[src/rtl/life_pkg.sv]
// life_pkg: shared state encoding and default sizing for the generation sequencer.
package life_pkg;

    typedef enum logic [2:0] {
        S_IDLE     = 3'd0,
        S_LOAD     = 3'd1,
        S_WAIT     = 3'd2,
        S_RUN      = 3'd3,
        S_DONEWAIT = 3'd4,
        S_STORE    = 3'd5
    } state_t;

    localparam int DEF_ROWS  = 4;
    localparam int DEF_DELAY = 99999999;
    localparam int DEF_GEN_W = 16;
    localparam int TIMER_W   = 32;

endpackage

[src/rtl/life_gen_sequencer_if.sv]
// life_gen_sequencer_if: host command, array and memory strobes of the sequencer.
// master = host/array side, slave = sequencer.
interface life_gen_sequencer_if #(
    parameter int ROWS  = 4,
    parameter int GEN_W = 16
);
    localparam int ROW_W = $clog2(ROWS);

    logic             cmd_run;
    logic             cmd_step;
    logic             cmd_load;
    logic             array_done;
    logic             array_changed;
    logic [ROW_W-1:0] row_addr;
    logic             array_write;
    logic             array_run;
    logic             mem_write;
    logic             busy;
    logic [GEN_W-1:0] gen_count;
    logic [2:0]       state_o;

    modport master (
        output cmd_run, cmd_step, cmd_load, array_done, array_changed,
        input  row_addr, array_write, array_run, mem_write, busy, gen_count, state_o
    );

    modport slave (
        input  cmd_run, cmd_step, cmd_load, array_done, array_changed,
        output row_addr, array_write, array_run, mem_write, busy, gen_count, state_o
    );

endinterface

[src/rtl/life_period_timer.sv]
// life_period_timer: 32-bit idle-period counter; o_expire flags count == DELAY.
module life_period_timer
    import life_pkg::*;
#(
    parameter int DELAY = DEF_DELAY
) (
    input  logic clk,
    input  logic reset,
    input  logic i_clear,
    input  logic i_enable,
    output logic o_expire
);
    logic [TIMER_W-1:0] r_count;

    // NOTE: clocked state uses non-blocking assignments so every register samples pre-edge values.
    always_ff @(posedge clk) begin
        if (reset || i_clear) begin
            r_count <= '0;
        end else if (i_enable) begin
            r_count <= r_count + 1'b1;
        end
    end

    assign o_expire = (r_count == TIMER_W'(DELAY));

endmodule

[src/rtl/life_gen_sequencer.sv]
// life_gen_sequencer: drives load, timed compute and store-back phases of the cell array.
// Optional build macro LIFE_AUTOSTOP_EN stops run mode once a generation changes nothing.
module life_gen_sequencer
    import life_pkg::*;
#(
    parameter int ROWS  = DEF_ROWS,
    parameter int ROW_W = $clog2(ROWS),
    parameter int DELAY = DEF_DELAY,
    parameter int GEN_W = DEF_GEN_W
) (
    input  logic clk,
    input  logic reset,
    life_gen_sequencer_if.slave bus
);
    localparam logic [ROW_W-1:0] ROW_LAST = ROW_W'(ROWS - 1);

    state_t           r_state;
    logic [ROW_W-1:0] r_row;
    logic [GEN_W-1:0] r_gen;
    logic             w_expire;
    logic             w_stopped;
    logic             w_row_last;
    logic             w_timer_clear;
    logic             w_timer_en;

    assign w_row_last    = (r_row == ROW_LAST);
    assign w_timer_en    = (r_state == S_WAIT);
    assign w_timer_clear = (r_state != S_WAIT) || w_expire;

    life_period_timer #(.DELAY(DELAY)) u_timer (
        .clk      (clk),
        .reset    (reset),
        .i_clear  (w_timer_clear),
        .i_enable (w_timer_en),
        .o_expire (w_expire)
    );

`ifdef LIFE_AUTOSTOP_EN
    logic r_stopped;

    // A generation that changed no cell pins the sequencer in IDLE until the host steps or reloads.
    always_ff @(posedge clk) begin
        if (reset) begin
            r_stopped <= 1'b0;
        end else if (r_state == S_DONEWAIT && bus.array_done && !bus.array_changed) begin
            r_stopped <= 1'b1;
        end else if (r_state == S_IDLE && (bus.cmd_step || bus.cmd_load)) begin
            r_stopped <= 1'b0;
        end
    end

    assign w_stopped = r_stopped;
`else
    logic w_unused_changed;

    assign w_unused_changed = bus.array_changed;
    assign w_stopped        = 1'b0;
`endif

    always_ff @(posedge clk) begin
        if (reset) begin
            r_state <= S_IDLE;
            r_row   <= '0;
            r_gen   <= '0;
        end else begin
            case (r_state)
                S_IDLE: begin
                    if (bus.cmd_load) begin
                        r_state <= S_LOAD;
                        r_row   <= '0;
                    end else if (bus.cmd_step) begin
                        r_state <= S_RUN;
                    end else if (bus.cmd_run && !w_stopped) begin
                        r_state <= S_WAIT;
                    end
                end
                S_LOAD: begin
                    if (w_row_last) begin
                        r_state <= S_IDLE;
                        r_row   <= '0;
                    end else begin
                        r_row <= r_row + 1'b1;
                    end
                end
                // Dropping cmd_run wins over both an early step and timer expiry.
                S_WAIT: begin
                    if (!bus.cmd_run) begin
                        r_state <= S_IDLE;
                    end else if (bus.cmd_step || w_expire) begin
                        r_state <= S_RUN;
                    end
                end
                S_RUN: r_state <= S_DONEWAIT;
                S_DONEWAIT: begin
                    if (bus.array_done) begin
                        r_state <= S_STORE;
                        r_row   <= '0;
                    end
                end
                S_STORE: begin
                    if (w_row_last) begin
                        r_row   <= '0;
                        r_gen   <= r_gen + 1'b1;
                        r_state <= (bus.cmd_run && !w_stopped) ? S_WAIT : S_IDLE;
                    end else begin
                        r_row <= r_row + 1'b1;
                    end
                end
                default: r_state <= S_IDLE;
            endcase
        end
    end

    assign bus.row_addr    = r_row;
    assign bus.array_write = (r_state == S_LOAD);
    assign bus.array_run   = (r_state == S_RUN);
    assign bus.mem_write   = (r_state == S_STORE);
    assign bus.busy        = (r_state != S_IDLE);
    assign bus.gen_count   = r_gen;
    assign bus.state_o     = r_state;

endmodule

[src/flat_wrapper.sv]
// flat-port wrapper written by rule: the top's interface ports become plain ports
module life_gen_sequencer_flat import life_pkg::*;
#(
    parameter int ROWS  = DEF_ROWS,
    parameter int ROW_W = $clog2(ROWS),
    parameter int DELAY = DEF_DELAY,
    parameter int GEN_W = DEF_GEN_W
)
  (clk, reset, bus_cmd_run, bus_cmd_step, bus_cmd_load, bus_array_done, bus_array_changed, bus_row_addr, bus_array_write, bus_array_run, bus_mem_write, bus_busy, bus_gen_count, bus_state_o);
  life_gen_sequencer_if #(.ROWS(ROWS), .GEN_W(GEN_W)) bus_i ();
  input  logic clk;
  input  logic reset;
  input wire logic [$bits(bus_i.cmd_run)-1:0] bus_cmd_run;
  input wire logic [$bits(bus_i.cmd_step)-1:0] bus_cmd_step;
  input wire logic [$bits(bus_i.cmd_load)-1:0] bus_cmd_load;
  input wire logic [$bits(bus_i.array_done)-1:0] bus_array_done;
  input wire logic [$bits(bus_i.array_changed)-1:0] bus_array_changed;
  output wire logic [$bits(bus_i.row_addr)-1:0] bus_row_addr;
  output wire logic [$bits(bus_i.array_write)-1:0] bus_array_write;
  output wire logic [$bits(bus_i.array_run)-1:0] bus_array_run;
  output wire logic [$bits(bus_i.mem_write)-1:0] bus_mem_write;
  output wire logic [$bits(bus_i.busy)-1:0] bus_busy;
  output wire logic [$bits(bus_i.gen_count)-1:0] bus_gen_count;
  output wire logic [$bits(bus_i.state_o)-1:0] bus_state_o;
  assign bus_i.cmd_run = bus_cmd_run;
  assign bus_i.cmd_step = bus_cmd_step;
  assign bus_i.cmd_load = bus_cmd_load;
  assign bus_i.array_done = bus_array_done;
  assign bus_i.array_changed = bus_array_changed;
  assign bus_row_addr = bus_i.row_addr;
  assign bus_array_write = bus_i.array_write;
  assign bus_array_run = bus_i.array_run;
  assign bus_mem_write = bus_i.mem_write;
  assign bus_busy = bus_i.busy;
  assign bus_gen_count = bus_i.gen_count;
  assign bus_state_o = bus_i.state_o;
  life_gen_sequencer #(.ROWS(ROWS), .ROW_W(ROW_W), .DELAY(DELAY), .GEN_W(GEN_W)) u_core (.clk(clk), .reset(reset), .bus(bus_i));
endmodule
[config.mk]
export PLATFORM = sky130hd
export DESIGN_NAME = life_gen_sequencer_flat
export DESIGN_NICKNAME = d
export VERILOG_FILES = /design/src/rtl/life_pkg.sv /design/src/rtl/life_gen_sequencer_if.sv /design/src/rtl/life_period_timer.sv /design/src/rtl/life_gen_sequencer.sv /design/src/flat_wrapper.sv
export SDC_FILE = /design/constraint.sdc
export NUM_CORES = 1
export LEC_CHECK = 0
export CAP_MARGIN = 0
export CORE_UTILIZATION = 50
export DETAILED_ROUTE_END_ITERATION = 7
export PLACE_DENSITY = 0.85
export SYNTH_ARGS = -nofsm -noshare
export SYNTH_HDL_FRONTEND = slang
export SYNTH_SLANG_ARGS = --single-unit
export TNS_END_PERCENT = 30
[constraint.sdc]
create_clock -name clk -period 6.5 [get_ports clk]
set_clock_uncertainty 0.15 [all_clocks]
set_input_delay 1.3 -clock clk [delete_from_list [all_inputs] [get_ports clk]]
set_output_delay 1.3 -clock clk [all_outputs]
set_load 0.02 [all_outputs]
==> impl_metrics.env, run 1 <==
export IMPL_max_clock_freq_mhz=292.2
export IMPL_grt_total_usage=0.1891
export IMPL_numCtsBuffers=5
export IMPL_setup_tns_ns=0
export IMPL_ant_nets=0
export IMPL_core_um2=4848
export IMPL_yosysWarnings=0
export IMPL_cts_root_buf="clkbuf_8"
export IMPL_cts_max_path_buffers=2
export IMPL_peakVddDrop_uv=85.03
export IMPL_num_rows=25
export IMPL_drt_pass1_iterations=4
export IMPL_async_reset_ff_frac=0
export IMPL_antenna_cells=0
export IMPL_start_util=0.5303
export IMPL_gp_congestion=0.7433
export IMPL_clk_pin_slew_ns=0.09
export IMPL_worstPathMaxFanout=32
export IMPL_relSlewSlack=0.2463
export IMPL_powerDensity_nw_per_um2=193.2
export IMPL_slew_violations=0
export IMPL_yosys_area_top_type="dfxtp_1"
export IMPL_crit_type="in -> reg"
export IMPL_critical_path_max_stage_delay_ns=0.98
export IMPL_die_h_um=73.71
export IMPL_num_fill_cells=437
export IMPL_ios=32
export IMPL_crit_chain="clkdlybuf4s50_1, or3_1, nor2_1"
export IMPL_ys_types=42
export IMPL_area_growth_synth_to_final_pct=14.50
export IMPL_critPathSlowestCell="clkdlybuf4s50_1"
export IMPL_design_die_area_um2=5433
export IMPL_dieWidth_um=73.71
export IMPL_grt_pass1_vias=1853
export IMPL_cp_start_kind="input port"
export IMPL_synth_ff_type="dfxtp_1"
export IMPL_grt_pass1_wl_um=8017
export IMPL_drc=0
export IMPL_syn_area_per_cell_um2=8.775
export IMPL_wl_per_cell_um=12.53
export IMPL_synth_nets=303
export IMPL_cts_resized=0
export IMPL_first_iter_violations=87
export IMPL_worstSkewPairLatency_ns=0.30
export IMPL_status="complete, no violations"
export IMPL_required_ns=6.50
export IMPL_drt_wl_total_um=4838
export IMPL_endpoint_kind="register"
export IMPL_io_buffer_count=30
export IMPL_synthTopCellsByArea="dfxtp_1 (41%), xor2_1 (8.5%), nor2_1 (8.0%), xnor2_1 (5.5%), nand4_1 (4.4%)"
export IMPL_cts_setup_buffers=0
export IMPL_rsz0062_at_grt="no"
export IMPL_synth_edf_count=0
export IMPL_clock_sinks=53
export IMPL_grt_max_degree=33
export IMPL_antenna_found_initial=0
export IMPL_cap_violations=0
export IMPL_dpl_hpwl_um=3392
export IMPL_nNetsFinal=328
export IMPL_vias=2104
export IMPL_netlist_area_um2=2571
export IMPL_cts_tree="done"
export IMPL_gr_total_overflow=0
export IMPL_via_per_inst=5.451
export IMPL_synth_top_area_frac=0.4127
export IMPL_min_period_ns=3.423
export IMPL_synthCells=293
export IMPL_fin_util=0.6072
export IMPL_arrival_ns=3.42
export IMPL_ys_seq_area_frac=0.4127
export IMPL_hold_buffers=0
export IMPL_finalSetupViolations=0
export IMPL_h_tree_depth=2
export IMPL_leakage_nw=0.9642
export IMPL_ys_seq_elements=53
export IMPL_hold_viol=0
export IMPL_hold_class="reg -> reg"
export IMPL_drive_gt1_frac=0.06583
export IMPL_fin_crit_sh=0.5266
export IMPL_worstMarginPinSlew_ns=1.131
==> flip-flops by register name, summed over array words and instances, names as in the netlist <==
register,count
u_core.u_timer.r_count,32
u_core.bus.gen_count,16
u_core.bus.state_o,3
u_core.bus.row_addr,2
==> path summary, 6_finish.rpt <==
| kind | from | to | slack, ns | depth (start not counted) |
|---|---|---|---|---|
| hold reg to reg | u_core.u_timer.r_count[0] | u_core.u_timer.r_count[0] | 0.31 | 1 |
| setup / recovery | reset | u_core.u_timer.r_count[18] | 3.08 | 3 |
| setup reg to reg | u_core.u_timer.r_count[2] | u_core.u_timer.r_count[18] | 3.68 | 5 |
| hold / removal | u_core.u_timer.r_count[0] | u_core.u_timer.r_count[0] | 0.31 | 1 |
==> where the power goes <==
part	switching, W	internal [W]	total [W]
clock	0.000105	0.0000760	0.000181
combinational	0.0000271	0.0000245	0.0000516
sequential	0.00000799	0.000328	0.000336
==> kinds of logic (layout without fill, tap and decap cells) <==
group	count (synthesis)	count (layout)	share of synthesized area
flip-flops	53	53	0.4127
multiplexers	1	1	0.003893
adder cells (fa/ha/maj)	3	3	0.01460
XOR/XNOR	41	41	0.1397
AO/OA/AOI/OAI	20	20	0.04282
AND/OR/NAND/NOR	156	156	0.3377
buffers and inverters	19	45	0.04866
==> area by class of cell <==
cell class                 count  area (um2)  share of cell area
tap                           67       83.83             0.02847
multi-input combinational    221        1385              0.4705
inverter                       7       26.28            0.008925
sequential                    53        1061              0.3604
clock inverter                 2       15.01            0.005100
clock buffer                   6       72.57             0.02465
timing repair buffer          30       300.3              0.1020
==> metrics by stage <==
step	std cells	cell area (um2)	hold slack (ns)	total power [W]	setup slack (ns)
5_1_grt	386	2944	0.3275	0.0005943	2.893
3_5_place_dp	378	2856	0.2949	0.0003954	2.733
3_3_place_gp	378	2856	0.2882	0.0003937	2.773
6_report	386	2944	0.3149	0.0005689	3.077
4_1_cts	386	2944	0.3155	0.0005781	3.054
2_1_floorplan	293	2571	0.2774	0.0003779	3.896
==> cell usage in the layout (no fill, tap or decap), types with 3 or more instances in the layout <==
master           synthesis  routed
clkdlybuf4s50_1          0      30
and3_1                   7       7
nand4_1                 18      18
xor2_1                  25      25
nand3_1                 12      12
dfxtp_1                 53      53
o21ai_0                  5       5
nor4_1                   6       6
nand2_1                 15      15
xnor2_1                 16      16
nor2_1                  55      55
and4_1                   3       3
nor2_2                   5       5
nor3_1                   9       9
or3_1                    6       6
a21oi_1                 12      12
inv_1                    7       7
clkbuf_8                 0       5
ha_1                     3       3
==> synthesized netlist by cell type (all sizes together), types with 2 or more instances <==
cell type,instances
clkbuf,4
nor3,10
nor2,60
xnor2,16
ha,3
and4,5
buf,8
nand4,20
nand2,15
a21oi,12
nand2b,2
or3,6
dfxtp,53
or3b,2
nor4b,2
o21ai,5
inv,7
and3,7
xor2,25
nor4,8
nand3,12
nor2b,2
==> critical path: cells and delay by family <==
family / cells / cell delay [ns]
buf+inv: 1 / 0.98
simple gates: 2 / 1.13
==> routing by layer <==
metal,GRT usage,vias up,wire length [um]
met5,0,-,0
met4,0.05769,0,57
met3,0.03978,7,210
met2,0.3303,43,2320
met1,0.2318,982,2250
li1,-,1072,-
(Power assumes the default switching activity.)
==> run 2: changes to the inputs <==
Clock period 6.5 ns to 3.2 ns, I/O delays scaled along.
==> impl_metrics.env, run 2 (same netlist as run 1, synthesis figures left out) <==
export IMPL_vias=2101
export IMPL_via_per_inst=5.401
export IMPL_first_iter_violations=55
export IMPL_final_cell_mix="nor2_1 (55), dfxtp_1 (53), clkdlybuf4s50_1 (30)"
export IMPL_numCtsBuffers=5
export IMPL_grt_pass1_wl_um=8293
export IMPL_seq_area_um2=1061
export IMPL_relSlewSlack=0.3600
export IMPL_critPathSlowestCell="clkdlybuf4s50_1"
export IMPL_nNetsFinal=331
export IMPL_worstPathMaxFanout=12
export IMPL_clock_sinks=53
export IMPL_largest_reg_flops=32
export IMPL_io_buffer_count=30
export IMPL_antenna_cells=0
export IMPL_start_util=0.5303
export IMPL_gr_total_overflow=0
export IMPL_grt_total_usage=0.1955
export IMPL_rsz0062_at_grt="no"
export IMPL_multiInputGateArea_um2=1385
export IMPL_cts_root_buf="clkbuf_8"
export IMPL_crit_chain="nand2b_1, nor2_1, clkdlybuf4s50_1"
export IMPL_final_common_cell="nor2_1"
export IMPL_cts_max_path_buffers=2
export IMPL_antenna_found_initial=0
export IMPL_worstSkewPairLatency_ns=0.30
export IMPL_status="complete, no violations"
export IMPL_wl_per_cell_um=12.57
export IMPL_hold_buffers=0
export IMPL_critical_path_max_stage_delay_ns=0.62
export IMPL_crit_type="reg -> out"
export IMPL_peakVddDrop_uv=186.5
export IMPL_endpoint_kind="output pin"
export IMPL_area_growth_synth_to_final_pct=15.38
export IMPL_cts_resized=0
export IMPL_required_ns=2.41
export IMPL_fin_util=0.6119
export IMPL_fin_crit_sh=0.8099
export IMPL_min_period_ns=2.592
export IMPL_ant_nets=0
export IMPL_hold_viol=0
export IMPL_drt_wl_total_um=4890
export IMPL_hold_class="reg -> reg"
export IMPL_setup_tns_ns=0
export IMPL_leakage_nw=0.9787
export IMPL_num_rows=25
export IMPL_drt_pass1_iterations=4
export IMPL_core_um2=4848
export IMPL_powerDensity_nw_per_um2=389.4
export IMPL_gp_congestion=0.7519
export IMPL_dpl_hpwl_um=3460
export IMPL_cap_violations=0
export IMPL_top_register="u_core.u_timer.r_count"
export IMPL_ios=32
export IMPL_die_h_um=73.71
export IMPL_finalSetupViolations=0
export IMPL_cts_tree="done"
export IMPL_slew_violations=0
export IMPL_h_tree_depth=2
export IMPL_design_die_area_um2=5433
export IMPL_arrival_ns=1.80
export IMPL_drc=0
export IMPL_worstMarginPinSlew_ns=0.9527
export IMPL_drive_gt1_frac=0.07453
export IMPL_dieWidth_um=73.71
export IMPL_clk_pin_slew_ns=0.09
export IMPL_cts_setup_buffers=0
export IMPL_grt_pass1_vias=1935
export IMPL_num_fill_cells=442
export IMPL_cp_start_kind="register"
export IMPL_max_clock_freq_mhz=385.9
export IMPL_grt_max_degree=33
-- run 2: final timing paths --
| check | slack, ns | start | endpoint | cells after the start |
|---|---|---|---|---|
| worst min register to register | 0.33 | u_core.u_timer.r_count[0] | u_core.u_timer.r_count[0] | 1 |
| worst max register to register | 0.75 | u_core.bus.state_o[1] | u_core.u_timer.r_count[20] | 6 |
| worst max-delay path | 0.61 | u_core.bus.state_o[0] | bus_mem_write | 3 |
| worst min-delay path | 0.33 | u_core.u_timer.r_count[0] | u_core.u_timer.r_count[0] | 1 |
-- run 2: critical path, delay by kind of cell (launching register included) --
| kind | cells | cell delay [ns] |
|---|---|---|
| flops | 1 | 0.54 |
| buf+inv | 1 | 0.62 |
| simple gates | 2 | 0.34 |
-- run 2: area by class of cell --
cell class,count,share of cell area
clock buffer,6,0.02446
multi-input combinational,221,0.4669
clock inverter,2,0.005061
tap,67,0.02826
sequential,53,0.3577
timing repair buffer,33,0.1088
inverter,7,0.008857
-- run 2: report_power, final --
part           internal [W]  switching (W)
registers          0.000666      0.0000157
logic             0.0000512      0.0000553
clock network      0.000154       0.000212
-- run 2: stage by stage --
stage / worst slack (ns) / power, W / hold slack [ns] / cells / instance area, um2
floorplan: 1.111 / 0.0007676 / 0.2774 / 293 / 2571
global placement: 0.7982 / 0.0008016 / 0.2864 / 381 / 2879
detailed placement: 0.7664 / 0.0008042 / 0.3126 / 381 / 2879
CTS: 0.6024 / 0.001168 / 0.3324 / 389 / 2967
global route: 0.5058 / 0.001202 / 0.3539 / 389 / 2967
finish: 0.6084 / 0.001155 / 0.3343 / 389 / 2967
-- run 2: routing by layer --
metal,up-vias,wire [um],GRT usage
met5,-,0,0
met4,0,99,0.07692
met3,10,154,0.04115
met2,42,2322,0.3405
met1,985,2313,0.2336
li1,1064,-,-
